<file path="config.mk">
export PLATFORM = sky130hd
export DESIGN_NAME = mux8x1_arbiter
export DESIGN_NICKNAME = d
export VERILOG_FILES = /design/src/rtl/mux8x1_arbiter_pkg.sv /design/src/rtl/mux8x1_arbiter_rr_pick.sv /design/src/rtl/mux8x1_arbiter.sv
export SDC_FILE = /design/constraint.sdc
export NUM_CORES = 1
export LEC_CHECK = 0
export ABC_AREA = 1
export CAP_MARGIN = 20
export CORE_MARGIN = 5
export CORE_UTILIZATION = 50
export DETAILED_ROUTE_END_ITERATION = 8
export GPL_ROUTABILITY_DRIVEN = 0
export HOLD_SLACK_MARGIN = 0.08
export PLACE_DENSITY = 0.74
export SLEW_MARGIN = 5
export SYNTH_ARGS = -nofsm -noshare
export SYNTH_HDL_FRONTEND = slang
export SYNTH_SLANG_ARGS = --single-unit
export TNS_END_PERCENT = 5
</file>
<file path="constraint.sdc">
create_clock -name clk -period 2.74 [get_ports clk]
set_input_delay 0.822 -clock clk [delete_from_list [all_inputs] [get_ports clk]]
set_output_delay 0.822 -clock clk [all_outputs]
set_load 0.05 [all_outputs]
</file>
<file path="src/rtl/mux8x1_arbiter_pkg.sv">
// Shared definitions for the 8-requester round-robin mux arbiter.
package mux_arb_pkg;

    localparam int N_REQ = 8;
    localparam int SEL_W = 3;

    typedef enum logic {
        IDLE  = 1'b0,
        GRANT = 1'b1
    } arb_state_t;

    // One-hot grant vector for a requester index.
    function automatic logic [N_REQ-1:0] onehot(input logic [SEL_W-1:0] idx);
        return N_REQ'(1) << idx;
    endfunction

endpackage

</file>
<file path="src/rtl/mux8x1_arbiter_rr_pick.sv">
// Round-robin pick: first set request bit scanning from ptr upward with
// wrap, optionally skipping one index (the current holder).
module rr_pick
    import mux_arb_pkg::*;
(
    input  logic [7:0] req,
    input  logic [2:0] ptr,
    input  logic       mask_en,
    input  logic [2:0] mask_idx,
    output logic       found,
    output logic [2:0] idx
);

    // Scan the eight positions in priority order, keep the first hit.
    always_comb begin
        // NOTE: every output gets a default before the loop so no path leaves
        // it unassigned; otherwise synthesis infers a latch.
        found = 1'b0;
        idx   = '0;
        for (int i = 0; i < N_REQ; i++) begin
            logic [2:0] cand;
            cand = ptr + SEL_W'(i);
            if (!found && req[cand] && !(mask_en && (cand == mask_idx))) begin
                found = 1'b1;
                idx   = cand;
            end
        end
    end

endmodule

</file>
<file path="src/rtl/mux8x1_arbiter.sv">
// Round-robin arbiter driving the select/enable of a shared 8:1 mux.
// Optional build macro ARB_TIMEOUT_EN: a holder that keeps requesting is
// rotated out after MAX_HOLD cycles when someone else is waiting.
module mux8x1_arbiter
    import mux_arb_pkg::*;
#(
    parameter int MAX_HOLD = 16,
    parameter int HOLD_W   = $clog2(MAX_HOLD + 1)
) (
    input  logic       clk,
    input  logic       reset,
    input  logic [7:0] req,
    output logic [7:0] grant,
    output logic [2:0] select,
    output logic       enable,
    output logic       busy
);

    arb_state_t state;
    logic [2:0] ptr;
    logic       pick_found;
    logic [2:0] pick_idx;
    logic       holder_req;
    logic       timeout_hit;
    logic       do_grant;
    logic       do_idle;

    // While granting, the holder is masked so a release hands straight over
    // to someone else and a re-request ranks last.
    rr_pick u_pick (
        .req      (req),
        .ptr      (ptr),
        .mask_en  (state == GRANT),
        .mask_idx (select),
        .found    (pick_found),
        .idx      (pick_idx)
    );

`ifdef ARB_TIMEOUT_EN
    logic [HOLD_W-1:0] hold_cnt;

    // Counts cycles the current grant has been held; clears on a new grant
    // and when the hold window expires with nobody else waiting.
    always_ff @(posedge clk) begin
        if (reset) begin
            hold_cnt <= '0;
        end else if (do_grant || timeout_hit) begin
            hold_cnt <= '0;
        end else if (state == GRANT) begin
            hold_cnt <= hold_cnt + HOLD_W'(1);
        end
    end

    assign timeout_hit = (state == GRANT) && holder_req &&
                         (hold_cnt == HOLD_W'(MAX_HOLD - 1));
`else
    logic unused_hold;
    assign unused_hold = ^{HOLD_W'(MAX_HOLD)};
    assign timeout_hit = 1'b0;
`endif

    // Decide this cycle's transition from the registered state and live req.
    always_comb begin
        holder_req = req[select];
        do_grant   = 1'b0;
        do_idle    = 1'b0;
        if (state == IDLE) begin
            do_grant = pick_found;
        end else begin
            do_grant = pick_found && (!holder_req || timeout_hit);
            do_idle  = !pick_found && !holder_req;
        end
    end

    // Arbiter FSM with registered grant/select/enable/busy.
    always_ff @(posedge clk) begin
        // NOTE: state registers use non-blocking assignments so every
        // register samples pre-edge values regardless of statement order.
        if (reset) begin
            state  <= IDLE;
            grant  <= '0;
            select <= '0;
            enable <= 1'b0;
            busy   <= 1'b0;
            ptr    <= '0;
        end else if (do_grant) begin
            state  <= GRANT;
            grant  <= onehot(pick_idx);
            select <= pick_idx;
            enable <= 1'b1;
            busy   <= 1'b1;
            ptr    <= pick_idx + 3'd1;
        end else if (do_idle) begin
            state  <= IDLE;
            grant  <= '0;
            enable <= 1'b0;
            busy   <= 1'b0;
        end
    end

endmodule

</file>
# == Word-level counts from Yosys, hierarchy flattened ==
# Cells that the tools add are included.
# word_totals
reg_bits,15
out_inout_bits,13
wordCells,113
# classes
addsub,8
order_cmp,9
eq_ne,8
n_shift,1
n_mux,40
n_reduce_logical,43
# ops
cell,n
3-bit by 4-bit less-than comparator with 1-bit output (second input constant),9
1-bit binary-select mux with 3-bit select,9
1-bit logical AND,25
3-bit equality test,8
3-bit 2-to-1 mux,8
1-bit 2-to-1 mux,21
1-bit zero test,17
8-bit 2-to-1 mux,2
3-bit adder (second input constant),4
1-bit by 3-bit left shift with 8-bit output (first input constant),1
3-bit by 1-bit adder with 3-bit output (second input constant),2
3-bit by 2-bit adder with 3-bit output (second input constant),2
2-bit nonzero test,1

# == Logic depth before layout (Yosys ltp) ==
# Gate-level depths: netlist (run 1).
# depth
word_depth,38
ltp_mapped,25

# == Hierarchy ==
# From an unflattened synthesis (run 1), not the netlist that was laid out.
# hier_totals
cells_unflattened,311
area_unflattened_um2,1893.1
# by_module_without_submodules
mod,instances,cells_each,area_per_inst_um2
rr_pick,1,195,1073.5
mux8x1_arbiter,1,116,819.5

# == Worst setup path before layout (run 1) ==
# No wires, ideal clock.
# synth_path
path_type,reg-to-reg
from,register ptr[1]
to,register ptr[2]
arrival_time_ns,2.849
setup_slack_ns,-0.235
path_stages_with_launch,23
synth_period_minus_slack_ns,2.975
path_cell_list,dfxtp_1 clkinv_1 ha_1 buf_2 inv_2 nand2_1 nand2_1 inv_1 nor2_1 nand2_1 nand3_1 nand3_4 nor2_4 nand3_1 nor2_1 inv_2 nand3_1 o21ai_1 inv_1 ha_1 ha_1 o21ai_0 a21oi_1
# synth_between
elab_cells_between_ends,88
# synth_lines
item,line_no,rtl
"start, declared",mux8x1_arbiter.sv:20,logic [2:0] ptr;
"start signal, assigned",mux8x1_arbiter.sv:92,ptr <= pick_idx + 3'd1;
"parallel branches: the longest is 32 deep, another holds 3-bit by 1-bit adder with 3-bit output",-,
3-bit 2-to-1 mux (*),mux8x1_arbiter_rr_pick.sv:23,if (!found && req[cand] && !(mask_en && (cand == mask_idx))) begin
named net pick_idx[0],mux8x1_arbiter.sv:22,logic [2:0] pick_idx;
3-bit by 1-bit adder with 3-bit output (*),mux8x1_arbiter.sv:92,
# Mark *: on every way through the listed nets, which the timed path passes. The select of a mux whose other input is x is not followed.
# A chain may end at the register's enable or synchronous reset.

# == Worst setup path after layout (run 1) ==
# layout_path
from,register ptr[0]
to,register ptr[2]
# The elaborated chain is that of the path after synthesis.

==> results by group, run 1 <==
Status
  – Outcome: completed

Cells and area
  – Fillers: roughly 240
  – Synthesis-to-finish area growth: 48.7%
  – Most frequent cells in the layout: 88 x nand2_1, 35 x buf_4, 27 x nand3_1
  – Share of layout cells above drive strength 1: between 30% and 40%
  – Final Cell Area: 2400 µm²
  – Core Util, Final: about four fifths
  – Most common cell after layout, fill and taps aside: nand2_1
  – Ant. Diodes: 0
  – Final Net Count: 352

Timing
  – Hold Vio Cnt, Final: 0
  – Slew headroom: 66.8%
  – Max Slew Vio Count: 0
  – Max Fclk: 378 MHz
  – Least-Margin Pin Slew: between 0.4 and 0.5 ns
  – Unrepaired setup endpoints after global routing: true
  – Fin crit share: 96.4%
  – Final min period: around 2.6 ns
  – Skew final: 0.00499 ns
  – Final setup fails: 0

Placed design
  – Post-DP HPWL: ~3.7 mm
  – Placed cell area: ~2100 µm²
  – PortBufs: 22

Drt
  – Vias: about 2.0k
  – Initial DRC Count: 120
  – Final ANT Viol Nets: 0
  – Vias per inst: around 5.4
  – DRC errors left: 0
  – First-pass DRT Iterations: 6
  – Final wirelength: 4.94 mm
  – Routed WL per cell: around 13 µm

Yosys
  – Ys flop type: dfxtp_1
  – Synth unique cells: 31
  – Synth Cell Area: approximately 1600 µm²
  – Register bit total from synthesis: 15
  – Number of synthesized flops with an enable pin: 0
  – Async S/R FF share, synth: 0%
  – Cells after Synth: about 280
  – Sequential cell area fraction in the yosys report: approximately 19%
  – Synth Net Count: 296
  – YS warnings: 0
  – Synthesized area per cell: roughly 5.8 µm²

Die
  – Die H: 66.8 µm
  – Row count: 20
  – Core ar.: ~3000 µm²
  – Io pins: 23
  – Full die area: 4470 µm²
  – Die W: between 60 and 70 µm
  – Initial Utilization: a little over half

Worst setup path
  – Maximum fanout along the worst path: 10
  – Slowest CP cell: dfxtp_4
  – Worst setup SP type: flop
  – CP max stage delay: roughly 0.35 ns
  – Crit-path cells: buf_4, buf_4, nand2_2, nand3_1, inv_1, nand3_2, nand3_4, buf_6, o21ai_0, a21oi_1, o211ai_1, nor3_2, nand2_4, ha_4, ha_4, o21ai_2, a21oi_1
  – WS Path Type: reg -> reg
  – CP required: 2.96 ns
  – CP arrival: roughly 2.9 ns
  – Crit end category: flop

CTS
  – CTS tree: built
  – Worst-Skew Late Latency: 0.28 ns
  – CTS root buffer: clkbuf_4
  – Number of hold buffers added after CTS: 0
  – Clock slew at reported path FFs: roughly 0.09 ns
  – Num CTS Buffers: 3
  – Clock sinks: 15
  – Max H-tree Level: 1
  – Clock Path Buffers: 2

Min path
  – Hold Path Class: reg -> reg

Flow run
  – Maxcap violations: 0

GRT
  – Largest net degree at the start of global routing: 14
  – GRT Total Usage: between 20% and 30%
  – Initial antenna violation count: 0
  – Wire length of the first global-routing pass: ~8 mm
  – Gr ovfl total: 0
  – Vias in the first global route: ~1.8k
==> worst paths after layout <==
path / start / endpoint / slack [ns] / cells after the start
max: ptr[0] / ptr[2] / 0.1 / 17
min: grant[1] / grant[1] / 0.47 / 2
max reg2reg: ptr[0] / ptr[2] / 0.1 / 17
min reg2reg: grant[1] / grant[1] / 0.47 / 2
==> worst max-delay path, delay by kind of cell (launching register included) <==
family          cells  cell delay, ns
simple gates        6            0.78
flops               1            0.35
buf+inv             4            0.54
compound gates      5            0.47
fa+ha+maj           2            0.43
==> flip-flops by register name (all words and copies together), names as in the netlist <==
name	count
grant	8
ptr	3
select	3
state	1
==> metrics by stage <==
stage | worst slack (ns) | hold slack [ns] | setup TNS (ns) | instances
after global routing | -0.0957 | 0.498 | -0.569 | 378
after floorplan | 0.00330 | 0.600 | 0 | 279
after CTS | 0.0134 | 0.470 | 0 | 374
after detailed placement | -0.606 | 0.457 | -6.04 | 368
final | 0.0980 | 0.466 | 0 | 378
after global placement | -0.574 | 0.451 | -6.03 | 368
==> synthesized netlist by cell type, types with 2 or more instances <==
cell	n	area, µm²
buf_6	2	22.5
a21oi_1	19	95.1
nand2_1	109	409
nand2_2	4	25.0
buf_4	2	15.0
nor2_4	2	22.5
ha_1	7	87.6
o21ai_0	6	30.0
nor2_1	20	75.1
inv_2	5	18.8
a32o_1	2	20.0
inv_1	22	82.6
nand3_1	35	175
inv_4	2	12.5
nand4_1	9	56.3
dfxtp_1	15	300
nor3_1	2	10.0
buf_2	3	15.0
==> routing by layer <==
layer	share of wire, %	track usage (%)	vias up
li1	-	-	1022
met1	41	30.4	906
met2	49	37.6	89
met3	7.5	5.23	14
met4	1.7	4.82	0
met5	0	0	-
==> kinds of logic after synthesis <==
group,share of synthesized area [%]
simple gates,50.3
compound gates,11.8
fa+ha+maj,5.42
flops,18.6
xor+xnor,3.10
buf+inv,10.8
==> layout make-up <==
| class | count | area, µm² | share of cell area (%) |
|---|---|---|---|
| clock buffers | 3 | 22.5 | 0.938 |
| clock inverters | 1 | 5.00 | 0.208 |
| repair buffers | 59 | 485 | 20.2 |
| well taps | 44 | 55.1 | 2.29 |
| flip-flops and latches | 15 | 312 | 13.0 |
| inverters | 30 | 128 | 5.31 |
| multi-input cells | 226 | 1400 | 58.1 |
==> repair_timing <==
item / 4_1_cts / 5_1_grt
buffers inserted: 2 / 5
pin swaps: 5 / 40
endpoints found under the setup margin: 12 / 12
resized for setup: 17 / 70
Power of run 1 is left out: the tool's default activity adds up to more than one toggle a clock period on the data nets, which glitch-free logic cannot reach.
==> inputs of run 2 (changes only) <==
--- a/config.mk
+++ b/config.mk
@@ -7,12 +7,15 @@
 export LEC_CHECK = 0
 export ABC_AREA = 1
 export CAP_MARGIN = 20
+export CORE_ASPECT_RATIO = 1.5
 export CORE_MARGIN = 5
 export CORE_UTILIZATION = 50
+export CTS_CLUSTER_DIAMETER = 200
 export DETAILED_ROUTE_END_ITERATION = 8
 export GPL_ROUTABILITY_DRIVEN = 0
 export HOLD_SLACK_MARGIN = 0.08
 export PLACE_DENSITY = 0.74
+export RECOVER_POWER = 100
 export SLEW_MARGIN = 5
 export SYNTH_ARGS = -nofsm -noshare
 export SYNTH_HDL_FRONTEND = slang
==> run 2 against run 1 <==
  * Clock skew decreased by 0.0037 ns
  * Setup slack got worse by 0.071 ns
  * Critical path depth increased by 1
  * Largest cell class unchanged
  * Core utilization decreased by 1.6 points
  * Final area decreased by 0.47%
  * Critical endpoint unchanged
  * Highest routed layer unchanged
==> results by group, run 2 (same netlist as run 1, synthesis figures left out) <==
Placed design
  – Post-DP HPWL: slightly above 4 mm
  – Placed cell area: ~2100 µm²
  – PortBufs: 22
  – Pre-CTS WS: -0.612 ns
  – Post-Place Cells: ~360

Worst setup path
  – R2r startpoint: ptr[0]
  – Maximum fanout along the worst path: 5
  – Crit-path cells: inv_2, ha_4, clkinv_4, buf_4, nand3_1, nand2_2, nand2_2, nand3_4, nand2_2, nor2_2, a21oi_2, o211ai_1, nor3_2, nand2_2, ha_4, ha_4, o21ai_4, a21oi_2
  – Worst path bufs/invs: 3
  – Crit end category: flop
  – WS Path Type: reg -> reg
  – Reg2reg path depth: 18
  – Top delay family on crit path: simple AND/OR/NAND/NOR gates
  – CP max stage delay: around 0.37 ns
  – Slowest CP cell: dfxtp_4
  – CP arrival: 2.85 ns
  – R2r setup slk: 0.03 ns
  – CP required: 2.88 ns
  – Worst setup SP type: flop
  – Most used cell, CP: nand2_2
  – R2r endpoint: ptr[2]

Min path
  – Worst Hold Depth: 2
  – Hold Path Sink: grant[1]
  – Min-delay src: grant[1]
  – Hold Path Class: reg -> reg

Status
  – Outcome: completed

CTS
  – CTS root buffer: clkbuf_8
  – Clock sinks: 15
  – Max H-tree Level: 1
  – CTS tree: built
  – Num CTS Buffers: 3
  – Clock Path Buffers: 2
  – Worst-Skew Late Latency: between 0.2 and 0.25 ns
  – Clock slew at reported path FFs: around 0.060 ns
  – Number of hold buffers added after CTS: 0

Drt
  – First-pass DRT Iterations: 4
  – DRC errors left: 0
  – Vias per inst: around 5.5
  – Initial DRC Count: 86
  – Vias: ~2.1k
  – Final wirelength: roughly 5.5 mm
  – Routed WL per cell: between 10 and 15 µm
  – Final ANT Viol Nets: 0

Cells and area
  – Fillers: 252
  – Ant. Diodes: 0
  – Final Cell Area: 2390 µm²
  – Largest register FFs: 8
  – Most frequent cells in the layout: 94 x nand2_1, 38 x buf_4, 32 x nand3_1
  – Share of layout cells above drive strength 1: a little over a third
  – Most common cell after layout, fill and taps aside: nand2_1
  – Biggest regs: grant: 8 flops, ptr: 3 flops, select: 3 flops
  – Reg with most FFs: grant
  – Synthesis-to-finish area growth: 48.0%
  – Storage cell area: 309 µm²
  – Area of the multi-input gates: between 1000 and 1500 µm²
  – Core Util, Final: about three quarters
  – Final Net Count: ~360
  – Non-filler cells in the finished layout: ~380

Timing
  – Max Slew Vio Count: 0
  – Setup ws final: approximately 0.027 ns
  – Least-Margin Pin Slew: ~0.52 ns
  – Final min period: roughly 2.7 ns
  – Final setup fails: 0
  – Hold Vio Cnt, Final: 0
  – Unrepaired setup endpoints after global routing: true
  – Skew final: 0.00133 ns
  – Fin crit share: just under 100%
  – Slew headroom: approximately two thirds
  – Max Fclk: 369 MHz

Die
  – Io pins: 23
  – Core ar.: between 3000 and 4000 µm²
  – Initial Utilization: between 50% and 60%
  – Die W: between 50 and 60 µm
  – Row count: 25
  – Die H: around 80 µm
  – Full die area: 4490 µm²

GRT
  – GRT Total Usage: 24.6%
  – Vias in the first global route: roughly 2.1k
  – Gr ovfl total: 0
  – Initial antenna violation count: 0
  – Largest net degree at the start of global routing: 14
  – Wire length of the first global-routing pass: 8.91 mm

Flow run
  – Maxcap violations: 0
[run 2: cell types whose count changed in the layout (fill, tap and decap cells not counted), moves of 3 or more]
cell and delta:
clkdlybuf4s50_1 -9, clkbuf_4 -3, a21oi_1 -4, nand3_2 -5, a21oi_2 +4, nand3_1 +5
clkbuf_2 +4, dlygate4sd3_1 +9, nand2_1 +6, clkbuf_8 +3, nand2_2 -4, clkdlybuf4s15_1 -4
buf_4 +3
[run 2: layout make-up]
| type | count | area share (%) |
|---|---|---|
| Timing Repair Buffer | 62 | 20.8 |
| Clock buffer | 4 | 1.88 |
| Inverter | 30 | 5.34 |
| Tap cell | 40 | 2.09 |
| Multi-Input combinational cell | 226 | 57.0 |
| Sequential cell | 15 | 12.9 |
[run 2: what timing repair did]
item / 4_1_cts / 5_1_grt
buffers inserted: 6 / 5
pin swaps: 21 / 36
gates resized for setup: 27 / 56
setup endpoints to repair: 12 / 12
[run 2: worst max-delay path by stage]
| stage | startpoint | end | slack [ns] | cells past startpoint |
|---|---|---|---|---|
| floorplan | select[2] | ptr[2] | 0.003 | 20 |
| global placement | req[5] | ptr[2] | -0.59 | 16 |
| detailed placement | req[5] | ptr[2] | -0.61 | 16 |
| CTS | ptr[1] | ptr[2] | 0.0002 | 20 |
| global route | ptr[1] | ptr[2] | -0.11 | 21 |
| finish | ptr[0] | ptr[2] | 0.03 | 18 |
[run 2: worst register-to-register path: stages (launching register included)]
cell	delay, ns
dfxtp_4	0.37
inv_2	0.06
ha_4	0.30
clkinv_4	0.08
buf_4	0.14
nand3_1	0.09
nand2_2	0.08
nand2_2	0.09
nand3_4	0.11
nand2_2	0.10
nor2_2	0.06
a21oi_2	0.12
o211ai_1	0.11
nor3_2	0.19
nand2_2	0.11
ha_4	0.18
ha_4	0.21
o21ai_4	0.16
a21oi_2	0.05
[run 2: metrics by stage]
stage                     TNS [ns]  hold slack, ns
after global routing        -0.590           0.476
after global placement       -5.89           0.452
after CTS                        0           0.467
after floorplan                  0           0.600
final                            0           0.459
after detailed placement     -5.95           0.457
[run 2: metal layers]
metal  wire (µm)  part of all wire [%]  up-vias  track usage [%]
met2        2940                    54       93             48.4
met1        1930                    35      920             25.4
li1            -                     -     1020                -
met3         274                   5.0       31             1.78
met4         332                   6.1        0             12.6
met5           0                     0        -                0
Power of run 2 is left out for the same reason.
